`config.mk`:
```
export PLATFORM = sky130hd
export DESIGN_NAME = pool2_bin_flat
export DESIGN_NICKNAME = d
export VERILOG_FILES = /design/src/rtl/pool2_bin_if.sv /design/src/rtl/pool2_bin.sv /design/src/flat_wrapper.sv
export SDC_FILE = /design/constraint.sdc
export NUM_CORES = 1
export LEC_CHECK = 0
export CAP_MARGIN = 20
export CORE_MARGIN = 2
export CORE_UTILIZATION = 55
export DETAILED_ROUTE_END_ITERATION = 6
export GPL_TIMING_DRIVEN = 0
export PLACE_DENSITY = 0.81
export SLEW_MARGIN = 40
export SYNTH_ARGS = -nofsm -noshare
export SYNTH_HDL_FRONTEND = slang
export SYNTH_SLANG_ARGS = --single-unit
```
`constraint.sdc`:
```
create_clock -name clk -period 6.7 [get_ports clk]
set_clock_uncertainty 0.2 [all_clocks]
set_input_delay 1.34 -clock clk [delete_from_list [all_inputs] [get_ports clk]]
set_output_delay 1.34 -clock clk [all_outputs]
set_load 0.01 [all_outputs]
```
`src/rtl/pool2_bin_if.sv`:
```
// Stream bundle between the conv/ReLU stage, the 2x2 pool/binarize stage and its consumer.
// The slave modport is the pooling stage's view.
interface pool2_bin_if;
  logic               start;
  logic               ivalid;
  logic signed [31:0] din;
  logic               idone;
  logic               ovalid;
  logic signed [31:0] dout;
  logic               obit;
  logic               done;
  logic               err;

  modport slave (
    input  start, ivalid, din, idone,
    output ovalid, dout, obit, done, err
  );

  modport master (
    output start, ivalid, din, idone,
    input  ovalid, dout, obit, done, err
  );
endinterface

```
`src/rtl/pool2_bin.sv`:
```
// Streaming 2x2 signed max-pool with threshold binarization.
// A one-row buffer of horizontal pair maxima lets odd rows close each window on the fly.
module pool2_bin #(
  parameter int                 IMG_W  = 24,
  parameter int                 IMG_H  = 24,
  parameter logic signed [31:0] THRESH = 32'sd0
) (
  input  logic        clk,
  input  logic        rst,
  pool2_bin_if.slave  bus
);

  localparam int HALF = IMG_W / 2;
  localparam int NWIN = HALF * (IMG_H / 2);
  localparam int CW   = (IMG_W > 2) ? $clog2(IMG_W) : 1;
  localparam int RW   = (IMG_H > 2) ? $clog2(IMG_H) : 1;
  localparam int LW   = (HALF > 1) ? $clog2(HALF) : 1;
  localparam int WW   = (NWIN > 1) ? $clog2(NWIN + 1) : 1;

  localparam logic [CW-1:0] COL_MAX = CW'(IMG_W - 1);
  localparam logic [RW-1:0] ROW_MAX = RW'(IMG_H - 1);
  localparam logic [WW-1:0] WIN_MAX = WW'(NWIN - 1);

  typedef enum logic {
    S_IDLE,
    S_RUN
  } state_t;

  state_t r_state;
  state_t w_state_next;

  logic [CW-1:0]      r_col;
  logic [RW-1:0]      r_row;
  logic [WW-1:0]      r_win;
  logic signed [31:0] r_hold;
  logic signed [31:0] r_lb_q;
  logic signed [31:0] r_lb [HALF];
  logic               r_last_pend;
  logic               r_ovalid;
  logic signed [31:0] r_dout;
  logic               r_obit;
  logic               r_done;
  logic               r_err;

  logic               w_accept;
  logic               w_last;
  logic               w_short;
  logic               w_emit;
  logic [LW-1:0]      w_lb_idx;
  logic signed [31:0] w_pair;
  logic signed [31:0] w_win;

  // start always wins over a sample or idone presented on the same cycle
  always_comb begin
    w_accept = (r_state == S_RUN) && bus.ivalid && !bus.start;
    w_last   = w_accept && (r_col == COL_MAX) && (r_row == ROW_MAX) && (r_win == WIN_MAX);
    w_short  = (r_state == S_RUN) && bus.idone && !bus.start && !w_last;
    w_emit   = w_accept && r_col[0] && r_row[0];
    w_lb_idx = LW'(r_col >> 1);
    w_pair   = (bus.din > r_hold) ? bus.din : r_hold;
    w_win    = (w_pair > r_lb_q) ? w_pair : r_lb_q;
  end

  always_comb begin
    w_state_next = r_state;
    if (bus.start) begin
      w_state_next = S_RUN;
    end else if ((r_state == S_RUN) && (w_last || w_short)) begin
      w_state_next = S_IDLE;
    end
  end

  always_ff @(posedge clk) begin
    if (rst) begin
      r_state <= S_IDLE;
    end else begin
      r_state <= w_state_next;
    end
  end

  always_ff @(posedge clk) begin
    if (rst || bus.start) begin
      r_col <= '0;
      r_row <= '0;
      r_win <= '0;
    end else if (w_accept) begin
      if (r_col == COL_MAX) begin
        r_col <= '0;
        r_row <= (r_row == ROW_MAX) ? '0 : r_row + 1'b1;
      end else begin
        r_col <= r_col + 1'b1;
      end
      if (w_emit) begin
        r_win <= r_win + 1'b1;
      end
    end
  end

  // Datapath registers carry no reset: every value is written before it is consumed.
  always_ff @(posedge clk) begin
    if (w_accept && !r_col[0]) begin
      r_hold <= bus.din;
      r_lb_q <= r_lb[w_lb_idx];
    end
  end

  always_ff @(posedge clk) begin
    if (w_accept && r_col[0] && !r_row[0]) begin
      r_lb[w_lb_idx] <= w_pair;
    end
  end

  always_ff @(posedge clk) begin
    if (rst || bus.start) begin
      r_ovalid <= 1'b0;
      r_dout   <= '0;
      r_obit   <= 1'b0;
    end else if (w_emit) begin
      r_ovalid <= 1'b1;
      r_dout   <= w_win;
      r_obit   <= (w_win > THRESH);
    end else begin
      r_ovalid <= 1'b0;
      r_dout   <= '0;
      r_obit   <= 1'b0;
    end
  end

  // Normal completion reports done one cycle after the final window; a short frame reports at once.
  always_ff @(posedge clk) begin
    if (rst || bus.start) begin
      r_last_pend <= 1'b0;
      r_done      <= 1'b0;
      r_err       <= 1'b0;
    end else begin
      r_last_pend <= w_last;
      r_done      <= r_last_pend || w_short;
      if (w_short) begin
        r_err <= 1'b1;
      end
    end
  end

  assign bus.ovalid = r_ovalid;
  assign bus.dout   = r_dout;
  assign bus.obit   = r_obit;
  assign bus.done   = r_done;
  assign bus.err    = r_err;

endmodule

```
`src/flat_wrapper.sv`:
```
// flat-port wrapper written by rule: the top's interface ports become plain ports
module pool2_bin_flat 
#(
  parameter int                 IMG_W  = 24,
  parameter int                 IMG_H  = 24,
  parameter logic signed [31:0] THRESH = 32'sd0
)
  (clk, rst, bus_start, bus_ivalid, bus_din, bus_idone, bus_ovalid, bus_dout, bus_obit, bus_done, bus_err);
  pool2_bin_if bus_i ();
  input  logic clk;
  input  logic rst;
  input wire logic [$bits(bus_i.start)-1:0] bus_start;
  input wire logic [$bits(bus_i.ivalid)-1:0] bus_ivalid;
  input wire logic [$bits(bus_i.din)-1:0] bus_din;
  input wire logic [$bits(bus_i.idone)-1:0] bus_idone;
  output wire logic [$bits(bus_i.ovalid)-1:0] bus_ovalid;
  output wire logic [$bits(bus_i.dout)-1:0] bus_dout;
  output wire logic [$bits(bus_i.obit)-1:0] bus_obit;
  output wire logic [$bits(bus_i.done)-1:0] bus_done;
  output wire logic [$bits(bus_i.err)-1:0] bus_err;
  assign bus_i.start = bus_start;
  assign bus_i.ivalid = bus_ivalid;
  assign bus_i.din = bus_din;
  assign bus_i.idone = bus_idone;
  assign bus_ovalid = bus_i.ovalid;
  assign bus_dout = bus_i.dout;
  assign bus_obit = bus_i.obit;
  assign bus_done = bus_i.done;
  assign bus_err = bus_i.err;
  pool2_bin #(.IMG_W(IMG_W), .IMG_H(IMG_H), .THRESH(THRESH)) u_core (.clk(clk), .rst(rst), .bus(bus_i));
endmodule
```
# Word-level counts from Yosys, hierarchy flattened
# Memory sizes are Yosys's and may differ from the RTL's. A register that Yosys moved wholly into a read port is not among the register bits.
# Cells that the tools add are included.
# classes
magnitude_cmp	3
n_addsub	3
n_eq_ne	3
muxes	9
n_reduce_logical	24
bitwise_logic	1
# op_table
op	count
$gt A32 B32 Y1	2
$mux W32	2
$gt A32 B1 Y1 const B	1
$logic_and A1 B1 Y1	13
$add A5 B1 Y5 const B	2
$eq A5 B5 Y1 const B	2
$mux W5	2
$add A8 B1 Y8 const B	1
$eq A8 B8 Y1 const B	1
$mux W1	5
$logic_not A1 Y1	4
$reduce_and A2 Y1	2
$logic_or A1 B1 Y1	3
$reduce_bool A2 Y1	1
$reduce_or A2 Y1	1
$not A1 Y1	1
# word_totals
memories	1
mem_bits_rw	384
reg_bits	88
input_bits	37
output_inout_bits	36
wordCells	55
# mem_list
memory	depth	width	rd	rd_ports_with_merged_regs	wr	line_no	source
u_core.r_lb	12	32	1	1	1	pool2_bin.sv:37	logic signed [31:0] r_lb [HALF];

# Longest topological paths before layout
# Gate-level depths: netlist of the first run.
# depth
word_depth	11
ltp_mapped	24
ltp_nobuf	20

# Worst setup path after synthesis of the first run
# No wires, ideal clock.
# synth_timing
path_type	input to register
from	input bus_din[7]
to	register u_core.r_obit (netlist: u_core.bus.obit)
setup_ps	120
n_path_buf	2
path_slack_ps	243
arrival_time_ps	6137
path_stages	19
required_time_ps	6380
cell_sequence	ha_1 > a41oi_1 > o21ai_1 > a221o_1 > o31ai_2 > a21oi_1 > o21ai_1 > buf_2 > buf_6 > mux2_2 > ha_1 > nand2_1 > or3_1 > or4_1 > a21o_1 > a211o_1 > a211o_1 > o31a_1 > o31a_1
# synth_via
elab_chain_len	5
# synth_rtl
item	line_no	source
start: declaration	flat_wrapper.sv:14	input wire logic [$bits(bus_i.din)-1:0] bus_din;
$gt A32 B32 Y1 *	pool2_bin.sv:60	w_pair = (bus.din > r_hold) ? bus.din : r_hold;
$mux W32 *	pool2_bin.sv:60	
net u_core.w_pair[27]	pool2_bin.sv:50	logic signed [31:0] w_pair;
$gt A32 B32 Y1	pool2_bin.sv:61	w_win = (w_pair > r_lb_q) ? w_pair : r_lb_q;
$mux W32 *	pool2_bin.sv:61	
$gt A32 B1 Y1 *	pool2_bin.sv:121	r_obit <= (w_win > THRESH);
end signal: assignment	pool2_bin.sv:121	
end: declaration	pool2_bin.sv:41	logic r_obit;
# Mark *: on every way through the listed nets, which the timed path passes. The rest lies on a longest branch.
# A chain may end at the register's enable or synchronous reset.

# Worst setup path after layout of the first run
# layout_timing
from	input bus_din[3]
to	register u_core.r_dout[7] (netlist: u_core.bus.dout[7])
# layout_via
elab_chain_len	4
# layout_rtl
item	line_no	source
$gt A32 B32 Y1	pool2_bin.sv:60	
$mux W32	pool2_bin.sv:60	
net u_core.w_pair[27]	pool2_bin.sv:50	
$gt A32 B32 Y1	pool2_bin.sv:61	
$mux W32	pool2_bin.sv:61	
end signal: assignment	pool2_bin.sv:120	r_dout <= w_win;
end: declaration	pool2_bin.sv:40	logic signed [31:0] r_dout;
# The timed path passes the listed nets, and every way through them passes these cells.

==> impl_metrics.json, run 1 <==
{
  "run_status": "complete, no violations",
  "post-route-period-util_pct": 98.8,
  "globalplace.congestion": 0.905,
  "period_minus_slack_ns": 6.62,
  "final_layout_size_suffix_gt1_share_pct": 22.8,
  "placeableCoreArea_sq_mm": 0.0376,
  "cts_inserted_buffers": 51,
  "ctsHtreeMaxLevel": 2,
  "worst_skew_pair_later_pin_latency_ns": 0.60,
  "drc_errors": 0,
  "clkSlewWorstSetupHoldPaths_ns": 0.06,
  "final-setup-viol-count": 0,
  "floorplan.initialDensity_pct": 55.7,
  "row_count": 71,
  "fillers": 2331,
  "avgRoutedWirePerCell_um": 26.0,
  "grt_antenna_before_repair": 0,
  "grt_max_degree": 18,
  "regToRegEndpoint": "u_core.bus.dout[7]",
  "synth_seq_cells": 504,
  "ys_dominant_reg_cell": "sky130_fd_sc_hd__edfxtp_1",
  "post-place-cells": 1888,
  "die_width_um": 199,
  "worst-path-max-fanout": 10,
  "unique_cell_type_count_in_the_yosys_netlist": 53,
  "cts_buffer_depth": 3,
  "synth_enable_flop_cells": 448,
  "maxSlewHeadroom_pct": 42.3,
  "cts_tree": "built",
  "hold_path_depth": 2,
  "nets": 1543,
  "worstSetupEndpointType": "register",
  "number_of_design_rule_violations_left_by_the_first_detailed_router_iteration": 1544,
  "worstRegToRegCells": 21,
  "worst_hold_check_slack_ns": 0.244,
  "floorplan.die.height_um": 199,
  "wirelength_um": 51900,
  "flow.area_growth_from_synthesis_pct": 19.9,
  "overall_track_demand_over_capacity_in_global_routing_pct": 26.9,
  "hold_path.startpoint": "u_core.r_last_pend",
  "netlist_instances": 1259,
  "max_freq_mhz": 151,
  "wire_length_of_the_first_global_routing_pass_um": 77200,
  "setup_crit_path_kind": "primary input to register",
  "average_via_count_per_standard_cell": 6.34,
  "syn-mean-instance-area_sq_um": 16.6,
  "startpoint_type": "primary input",
  "grt-ovfl-total": 0,
  "ys_async_sr_fraction_pct": 0,
  "syn_area_sq_mm": 0.0209,
  "r2r_setup_slack_ns": 0.69,
  "route.vias.total": 12700,
  "fin_total_pwr_mw": 6.66,
  "ios": 73,
  "dpl_cell_area_sq_mm": 0.0230,
  "die_footprint_sq_mm": 0.0396,
  "r2r-start": "u_core.r_hold[7]",
  "worst-endpoint-required_ns": 6.94,
  "stdcell_count": 1994,
  "detailed_place_hpwl_um": 34500,
  "antenna_violating_nets_post_route": 0,
  "report.final.hold_viol_count": 0,
  "vdd_ir_drop_max_mv": 0.229,
  "cts_hold_buf": 0,
  "port_buffers": 72,
  "synthesis.nets": 1363,
  "clock_sinks": 504,
  "maxSlewViolCount": 0,
  "worstPathArrival_ns": 6.85,
  "p_leak_nw": 8.59,
  "min_path_type": "register to register",
  "grt_pass1_vias": 12800,
  "worst_hold_path.endpoint": "u_core.bus.done",
  "seq_area_frac_synth_pct": 69.6,
  "detailedPlace.worstSlack_ns": -1.56,
  "power-per-cell-area_mw_per_mm2": 265,
  "ctsRootBufferMaster": "sky130_fd_sc_hd__clkbuf_16",
  "synth.yosys.warnings": 0,
  "fin_ws_ns": 0.0815,
  "worst_pin_slew_ns": 0.866,
  "detailedRoute.firstPassIterationCount": 6,
  "final_cell_area_sq_mm": 0.0251,
  "drv_cap": 0
}
worst max-delay path by stage:
stage           startpoint  slack [ns]                  end
3_3_place_gp     bus_start       -1.56   u_core.r_lb[0][12]
4_1_cts         bus_din[7]       0.004      u_core.bus.obit
3_5_place_dp   bus_din[31]       -1.56  u_core.bus.dout[17]
5_1_grt        bus_din[31]      -0.004   u_core.bus.dout[7]
6_report        bus_din[3]        0.08   u_core.bus.dout[7]
2_1_floorplan   bus_din[7]        0.24      u_core.bus.obit
synth_stat cells (all sizes together) (33+ instances only):
cell type  instances  share of area, %
a21oi             39              0.93
dfxtp             56               5.4
ha                67               4.0
nand2             62               1.1
a211oi            33               1.2
o21ai             44               1.1
inv               70               1.3
nor2              83               1.5
mux2i             42               2.0
edfxtp           448                64
mux4              96                10
cell usage in the layout, fill, tap and decap left out, types with 17 or more instances in the layout:
master,n
sky130_fd_sc_hd__ha_1,61
sky130_fd_sc_hd__edfxtp_1,448
sky130_fd_sc_hd__clkbuf_1,33
sky130_fd_sc_hd__dlymetal6s2s_1,23
sky130_fd_sc_hd__nor2_1,74
sky130_fd_sc_hd__clkdlybuf4s50_1,48
sky130_fd_sc_hd__dfxtp_1,56
sky130_fd_sc_hd__inv_1,70
sky130_fd_sc_hd__a21oi_1,32
sky130_fd_sc_hd__buf_2,33
sky130_fd_sc_hd__clkbuf_16,52
sky130_fd_sc_hd__mux2i_1,42
sky130_fd_sc_hd__o21ai_0,41
sky130_fd_sc_hd__a211oi_2,19
sky130_fd_sc_hd__buf_4,17
sky130_fd_sc_hd__mux4_2,96
sky130_fd_sc_hd__nand2_1,61
sky130_fd_sc_hd__nand4_1,21
per-layer routing:
layer  wire length [um]  global-route usage (%)  up-vias
met2              24800                    43.2      866
met4               2110                    10.7        0
met5                  0                       0        -
li1                   -                       -     5307
met1              19100                    36.3     6319
met3               5890                    5.59      159
cells by family after synthesis:
group                    synth area share [%]
AND/OR/NAND/NOR                          5.32
buffers and inverters                    2.31
flip-flops                               69.6
multiplexers                             13.8
adder cells (fa/ha/maj)                  4.00
AO/OA/AOI/OAI                            4.46
XOR/XNOR                                0.502
cell type report:
class	instances	area [sq um]	share of cell area [%]
Sequential cell	504	14600	58.0
Multi-Input combinational cell	631	6300	25.1
Timing Repair Buffer	127	1390	5.53
Clock buffer	58	1320	5.27
Tap cell	511	639	2.55
Clock inverter	38	365	1.46
Inverter	70	263	1.05
Buffer	54	253	1.01
Antenna cell	1	2.50	0.00997
repair_timing:
action	in CTS	in global routing
buffers inserted	8	1
gates resized for setup	49	37
hold endpoints to repair	0	0
pin swaps	4	14
setup endpoints to repair	33	33
sequential cells by signal (all words and copies together), names as in the netlist, 5 cells and up:
name,flops
u_core.bus.dout,32
u_core.r_lb_q,32
u_core.r_row,5
u_core.r_lb,384
u_core.r_hold,32
u_core.r_win,8
u_core.r_col,5
per-stage QoR:
| stage | util [%] | setup TNS, ns |
|---|---|---|
| global placement | 59.3 | -258.18 |
| detailed placement | 61.1 | -46.39 |
| global route | 66.8 | -0.00424 |
| finish | 66.8 | 0 |
| floorplan | - | 0 |
| CTS | 66.3 | 0 |
worst max-delay path: stages:
cell	delay [ns]
sky130_fd_sc_hd__clkdlybuf4s50_1	0.53
sky130_fd_sc_hd__ha_1	0.36
sky130_fd_sc_hd__a21oi_1	0.29
sky130_fd_sc_hd__a21boi_4	0.11
sky130_fd_sc_hd__o31ai_4	0.29
sky130_fd_sc_hd__a21oi_1	0.12
sky130_fd_sc_hd__o21ai_2	0.24
sky130_fd_sc_hd__buf_6	0.14
sky130_fd_sc_hd__buf_6	0.16
sky130_fd_sc_hd__mux2_4	0.35
sky130_fd_sc_hd__ha_1	0.30
sky130_fd_sc_hd__nand2_1	0.06
sky130_fd_sc_hd__or3_1	0.41
sky130_fd_sc_hd__or4_4	0.59
sky130_fd_sc_hd__a21o_4	0.23
sky130_fd_sc_hd__a211oi_2	0.49
sky130_fd_sc_hd__buf_2	0.35
sky130_fd_sc_hd__nor2_1	0.09
sky130_fd_sc_hd__a21oi_1	0.31
sky130_fd_sc_hd__nor2_1	0.07
power breakdown:
group | switching, mW | internal (mW) | leakage (nW)
combinational | 0.232 | 0.116 | 3.29
clock | 1.19 | 1.66 | 0.814
sequential | 0.00676 | 3.46 | 4.48
total | 1.42 | 5.23 | 8.59
(Power assumes the default switching activity.)
==> run 2, diff against run 1 <==
--- a/config.mk
+++ b/config.mk
@@ -7,10 +7,11 @@
 export LEC_CHECK = 0
 export CAP_MARGIN = 20
 export CORE_MARGIN = 2
-export CORE_UTILIZATION = 55
+export CORE_UTILIZATION = 30
 export DETAILED_ROUTE_END_ITERATION = 6
 export GPL_TIMING_DRIVEN = 0
-export PLACE_DENSITY = 0.81
+export MAX_ROUTING_LAYER = met4
+export PLACE_DENSITY = 0.52
 export SLEW_MARGIN = 40
 export SYNTH_ARGS = -nofsm -noshare
 export SYNTH_HDL_FRONTEND = slang
==> run 2 against run 1 <==
Against the previous run: final cell count grew 21%; largest cell class unchanged; flip-flop and latch count is the same; utilization shrank 29 points.
==> impl_metrics.json, run 2 (synthesized netlist as in run 1, its figures left out) <==
{
  "run_status": "complete, no violations",
  "clkSlewWorstSetupHoldPaths_ns": 0.06,
  "maxSlewHeadroom_pct": 41.7,
  "cts_hold_buf": 0,
  "registers.top_by_ff_count": "u_core.r_lb",
  "groute.layer.met3.usage_pct": 2.87,
  "die_footprint_sq_mm": 0.0719,
  "cts_inserted_buffers": 54,
  "period_minus_slack_ns": 6.57,
  "totalNegativeSetupSlack_ns": 0,
  "ctsRootBufferMaster": "sky130_fd_sc_hd__clkbuf_16",
  "globalplace.congestion": 0.805,
  "wire_length_of_the_first_global_routing_pass_um": 80300,
  "detailedRoute.firstPassIterationCount": 5,
  "number_of_design_rule_violations_left_by_the_first_detailed_router_iteration": 934,
  "grt-ovfl-total": 0,
  "power-per-cell-area_mw_per_mm2": 263,
  "layout_commonest_cell": "sky130_fd_sc_hd__edfxtp_1",
  "route.vias.total": 11900,
  "clock_sinks": 504,
  "grtUsageMet1_pct": 22.1,
  "final_core_utilization_pct": 37.7,
  "worstSetupStartpoint": "bus_din[11]",
  "ios": 73,
  "setup_crit_path_kind": "primary input to register",
  "gr-max-usage-layer": "met2",
  "final-setup-viol-count": 0,
  "detailed_place_hpwl_um": 39000,
  "r2r-start": "u_core.r_hold[7]",
  "port_buffers": 72,
  "stdcell_count": 2422,
  "antenna_violating_nets_post_route": 0,
  "final_layout_size_suffix_gt1_share_pct": 24.5,
  "final_cell_area_sq_mm": 0.0260,
  "ctsHtreeMaxLevel": 2,
  "floorplan.initialDensity_pct": 30.4,
  "fin_total_pwr_mw": 6.83,
  "drc_errors": 0,
  "floorplan.die.height_um": 268,
  "final_cell_mix": "sky130_fd_sc_hd__edfxtp_1 (448), sky130_fd_sc_hd__mux4_2 (96), sky130_fd_sc_hd__nor2_1 (74), sky130_fd_sc_hd__inv_1 (70)",
  "insertedDiodeCount": 0,
  "worst_pin_slew_ns": 0.867,
  "die_width_um": 268,
  "overall_track_demand_over_capacity_in_global_routing_pct": 15.9,
  "worstPathArrival_ns": 6.83,
  "min_path_type": "register to register",
  "placeableCoreArea_sq_mm": 0.0688,
  "worst_skew_pair_later_pin_latency_ns": 0.60,
  "flow.area_growth_from_synthesis_pct": 24.1,
  "p_leak_nw": 8.61,
  "worstSetupEndpointType": "register",
  "maxSlewViolCount": 0,
  "post-route-period-util_pct": 98.1,
  "startpoint_type": "primary input",
  "worst-endpoint-required_ns": 6.96,
  "largest_reg_flops": 384,
  "max_freq_mhz": 152,
  "row_count": 96,
  "cts_buffer_depth": 3,
  "dpl_cell_area_sq_mm": 0.0236,
  "worst-path-max-fanout": 10,
  "average_via_count_per_standard_cell": 4.92,
  "wirelength_um": 55200,
  "vdd_ir_drop_max_mv": 0.182,
  "drv_cap": 0,
  "grt_util_met2_pct": 23.9,
  "grt_max_degree": 18,
  "nets": 1551,
  "grt_pass1_vias": 11900,
  "report.final.hold_viol_count": 0,
  "hold_path.startpoint": "u_core.r_last_pend",
  "post-place-cells": 2307,
  "grt_antenna_before_repair": 0,
  "cts_tree": "built",
  "avgRoutedWirePerCell_um": 22.8
}
run 2: path summary, 6_finish.rpt:
check                                     endpoint  slack, ns  depth (start not counted)
worst min-delay path               u_core.bus.done       0.24                          2
worst max register to register  u_core.bus.dout[7]       0.88                         21
worst min register to register     u_core.bus.done       0.24                          2
worst max-delay path            u_core.bus.dout[7]       0.13                         21
run 2: worst max-delay path, stage by stage:
cell,delay [ns]
sky130_fd_sc_hd__clkdlybuf4s50_1,0.52
sky130_fd_sc_hd__ha_1,0.38
sky130_fd_sc_hd__nand4_1,0.14
sky130_fd_sc_hd__nor3_2,0.26
sky130_fd_sc_hd__a21boi_4,0.25
sky130_fd_sc_hd__o31a_1,0.25
sky130_fd_sc_hd__nor3_2,0.06
sky130_fd_sc_hd__o21ai_2,0.21
sky130_fd_sc_hd__buf_6,0.15
sky130_fd_sc_hd__buf_6,0.16
sky130_fd_sc_hd__mux2_4,0.36
sky130_fd_sc_hd__ha_1,0.30
sky130_fd_sc_hd__nand2_1,0.07
sky130_fd_sc_hd__or3_4,0.40
sky130_fd_sc_hd__or4_4,0.54
sky130_fd_sc_hd__a21o_4,0.23
sky130_fd_sc_hd__a211oi_4,0.38
sky130_fd_sc_hd__buf_2,0.32
sky130_fd_sc_hd__nor2_1,0.06
sky130_fd_sc_hd__a21oi_1,0.36
sky130_fd_sc_hd__nor2_1,0.08
run 2: metal layers:
layer,vias to the layer above,part of all wire [%]
met4,0,1.8
li1,5320,-
met2,346,45
met3,77,5.7
met1,6182,47
met5,-,0
run 2: report_power, final:
group | internal (mW) | total (mW) | switching, mW
Sequential | 3.46 | 3.46 | 0.00650
Combinational | 0.122 | 0.362 | 0.240
Clock | 1.77 | 3.00 | 1.24
run 2: cell type report:
cell class | instances | area [sq um]
clock inverters | 28 | 254
plain buffers | 54 | 275
repair buffers | 132 | 1530
well taps | 931 | 1160
clock buffers | 72 | 1540
multi-input cells | 631 | 6370
inverters | 70 | 263
flip-flops and latches | 504 | 14600
fillers | 6298 | 42900
run 2: per-stage QoR:
stage / hold slack [ns] / setup WS, ns
2_1_floorplan: 0.216 / 0.243
3_3_place_gp: 0.223 / -2.26
3_5_place_dp: 0.232 / -1.80
4_1_cts: 0.249 / 0.0258
5_1_grt: 0.278 / -0.0189
6_report: 0.244 / 0.126
run 2: what timing repair did:
item                                    CTS  global route
setup buffers                             8             7
gates resized for setup                  70            19
endpoints found under the setup margin   33            33
cloned                                    0             0
pin swaps                                 9             8
==> run 3, diff against run 2 <==
--- a/config.mk
+++ b/config.mk
@@ -7,12 +7,13 @@
 export LEC_CHECK = 0
 export CAP_MARGIN = 20
 export CORE_MARGIN = 2
-export CORE_UTILIZATION = 30
+export CORE_UTILIZATION = 35
 export DETAILED_ROUTE_END_ITERATION = 6
 export GPL_TIMING_DRIVEN = 0
 export MAX_ROUTING_LAYER = met4
-export PLACE_DENSITY = 0.52
+export PLACE_DENSITY = 0.57
 export SLEW_MARGIN = 40
 export SYNTH_ARGS = -nofsm -noshare
 export SYNTH_HDL_FRONTEND = slang
 export SYNTH_SLANG_ARGS = --single-unit
+export TNS_END_PERCENT = 50
==> run 3 against run 2 <==
Against the previous run: the flow now finishes with violations (design-rule violations); combinational power shrank 1%; register-to-register slack lost 0.14 ns; flip-flop and latch count is the same; wire length shrank 1.7%; critical path depth shrank 2; first-iteration DRC count grew 12%; die area shrank 14%; sequential power is essentially flat; clock-buffer cell count shrank 2; clock power shrank 6%; largest power group unchanged.
==> impl_metrics.json, run 3 (synthesized netlist as in run 1, its figures left out) <==
{
  "run_status": "finished, violations left",
  "violated_checks": "design-rule violations",
  "cts_buffer_depth": 3,
  "cts_tree": "built",
  "grt-ovfl-total": 0,
  "final_layout_size_suffix_gt1_share_pct": 25.2,
  "registers.top_by_ff_count": "u_core.r_lb",
  "max_freq_mhz": 152,
  "startpoint_type": "primary input",
  "clkSlewWorstSetupHoldPaths_ns": 0.06,
  "worstPathCellList": "clkdlybuf4s50_1 > ha_1 > nand4_1 > buf_4 > nor4_2 > nand3_2 > o21ai_2 > buf_6 > buf_8 > mux2_4 > ha_1 > nand2_1 > or3_1 > or4_4 > a21o_4 > a211o_4 > a211o_4 > o31a_1 > o31a_1",
  "detailed_place_hpwl_um": 38500,
  "maxSlewViolCount": 0,
  "fin_ws_ns": 0.120,
  "dpl_cell_area_sq_mm": 0.0234,
  "globalplace.congestion": 0.851,
  "wirelength_um": 54200,
  "post-place-cells": 2156,
  "report.final.hold_viol_count": 0,
  "max_stage_delay_ns": 0.55,
  "wire_length_of_the_first_global_routing_pass_um": 80300,
  "die_footprint_sq_mm": 0.0618,
  "ctsRootBufferMaster": "sky130_fd_sc_hd__clkbuf_16",
  "overall_track_demand_over_capacity_in_global_routing_pct": 18.1,
  "ctsHtreeMaxLevel": 2,
  "worst-endpoint-required_ns": 6.95,
  "fillers": 5156,
  "drc_errors": 5,
  "detailedRoute.firstPassIterationCount": 7,
  "floorplan.initialDensity_pct": 35.4,
  "ios": 73,
  "clock_sinks": 504,
  "totalNegativeSetupSlack_ns": 0,
  "antenna_violating_nets_post_route": 0,
  "worst-path-max-fanout": 10,
  "port_buffers": 72,
  "worstSetupEndpointType": "register",
  "power-per-cell-area_mw_per_mm2": 259,
  "avgRoutedWirePerCell_um": 23.8,
  "vdd_ir_drop_max_mv": 0.208,
  "number_of_design_rule_violations_left_by_the_first_detailed_router_iteration": 1043,
  "row_count": 89,
  "worst_pin_slew_ns": 0.863,
  "layout_commonest_cell": "sky130_fd_sc_hd__edfxtp_1",
  "p_leak_nw": 8.76,
  "critPathBufInv": 4,
  "floorplan.die.height_um": 249,
  "cpLargestDelayFamily": "simple AND/OR/NAND/NOR gates",
  "final-setup-viol-count": 0,
  "cts_hold_buf": 0,
  "worst_skew_pair_later_pin_latency_ns": 0.60,
  "period_minus_slack_ns": 6.58,
  "post-route-period-util_pct": 98.2,
  "min_path_type": "register to register",
  "flow.area_growth_from_synthesis_pct": 22.9,
  "route.vias.total": 12100,
  "final_cell_area_sq_mm": 0.0257,
  "largest_reg_flops": 384,
  "placeableCoreArea_sq_mm": 0.0591,
  "grt_pass1_vias": 12400,
  "worstPathArrival_ns": 6.83,
  "stdcell_count": 2280,
  "setup_crit_path_kind": "primary input to register",
  "slowest_stage": "sky130_fd_sc_hd__or4_4",
  "detailedPlace.worstSlack_ns": -1.68,
  "die_width_um": 249,
  "drv_cap": 0,
  "nets": 1566,
  "worst_hold_check_slack_ns": 0.249,
  "cts_inserted_buffers": 52,
  "final_cell_mix": "sky130_fd_sc_hd__edfxtp_1 (448), sky130_fd_sc_hd__mux4_2 (96), sky130_fd_sc_hd__nor2_1 (74), sky130_fd_sc_hd__inv_1 (70), sky130_fd_sc_hd__ha_1 (66)",
  "maxSlewHeadroom_pct": 42.5,
  "grt_antenna_before_repair": 1,
  "average_via_count_per_standard_cell": 5.30,
  "grt_max_degree": 18
}
-- run 3: changes by cell type in the layout (fill, tap and decap cells not counted), sizes merged, moves of 2 or more --
cell,previous run,this run
bufinv,4,1
inv,71,73
dlymetal6s2s,4,20
clkinv,18,21
buf,85,101
clkdlybuf4s50,67,49
clkinvlp,5,3
-- run 3: what timing repair did --
action / in CTS / in global routing
cloned: 0 / 0
pin swaps: 10 / 16
buffers inserted: 10 / 15
setup endpoints to repair: 33 / 33
resized for setup: 61 / 45
-- run 3: worst reg2reg max path, cell delays in order (launching register included) --
cell	delay, ns
sky130_fd_sc_hd__edfxtp_1	0.39
sky130_fd_sc_hd__inv_1	0.06
sky130_fd_sc_hd__ha_1	0.32
sky130_fd_sc_hd__a41oi_1	0.21
sky130_fd_sc_hd__o21ai_1	0.09
sky130_fd_sc_hd__a221o_1	0.36
sky130_fd_sc_hd__o31ai_4	0.30
sky130_fd_sc_hd__a21oi_2	0.09
sky130_fd_sc_hd__o21ai_2	0.23
sky130_fd_sc_hd__buf_6	0.15
sky130_fd_sc_hd__buf_8	0.15
sky130_fd_sc_hd__mux2_4	0.35
sky130_fd_sc_hd__ha_1	0.31
sky130_fd_sc_hd__nand2_1	0.06
sky130_fd_sc_hd__or3_1	0.39
sky130_fd_sc_hd__or4_4	0.55
sky130_fd_sc_hd__a21o_4	0.24
sky130_fd_sc_hd__a211o_4	0.39
sky130_fd_sc_hd__a211o_4	0.35
sky130_fd_sc_hd__o31a_1	0.24
sky130_fd_sc_hd__o31a_1	0.36
-- run 3: metrics by stage --
stage,util (%),total power [mW]
final,43.5,6.66
after detailed placement,39.6,3.84
after CTS,43.1,6.70
after global routing,43.5,6.87
after floorplan,-,3.71
after global placement,38.3,3.82
-- run 3: final cells by class --
class	count	area (sq um)	area share, %
diodes	1	2.50	0.00973
inverters	70	263	1.02
multi-input cells	631	6350	24.7
well taps	773	967	3.76
plain buffers	54	262	1.02
repair buffers	149	1610	6.27
clock buffers	70	1490	5.81
clock inverters	28	204	0.793
flip-flops and latches	504	14600	56.6
-- run 3: final timing paths --
check,from,endpoint,slack [ns],cells past startpoint
worst max-delay path,bus_din[20],u_core.bus.obit,0.12,19
worst min-delay path,u_core.r_last_pend,u_core.bus.done,0.25,2
worst max register to register,u_core.r_hold[7],u_core.bus.obit,0.74,20
worst min register to register,u_core.r_last_pend,u_core.bus.done,0.25,2
-- run 3: where the power goes --
part,internal (mW),switching (mW),leakage [nW]
combinational,0.125,0.232,3.45
clock,1.62,1.22,0.835
sequential,3.46,0.00662,4.48
-- run 3: routing by layer --
layer | track usage (%) | up-vias | part of all wire, %
met5 | - | - | 0
met2 | 28.9 | 372 | 48
met4 | 6.25 | 0 | 2.7
met3 | 3.44 | 89 | 6.4
met1 | 23.2 | 6259 | 43
li1 | - | 5364 | -
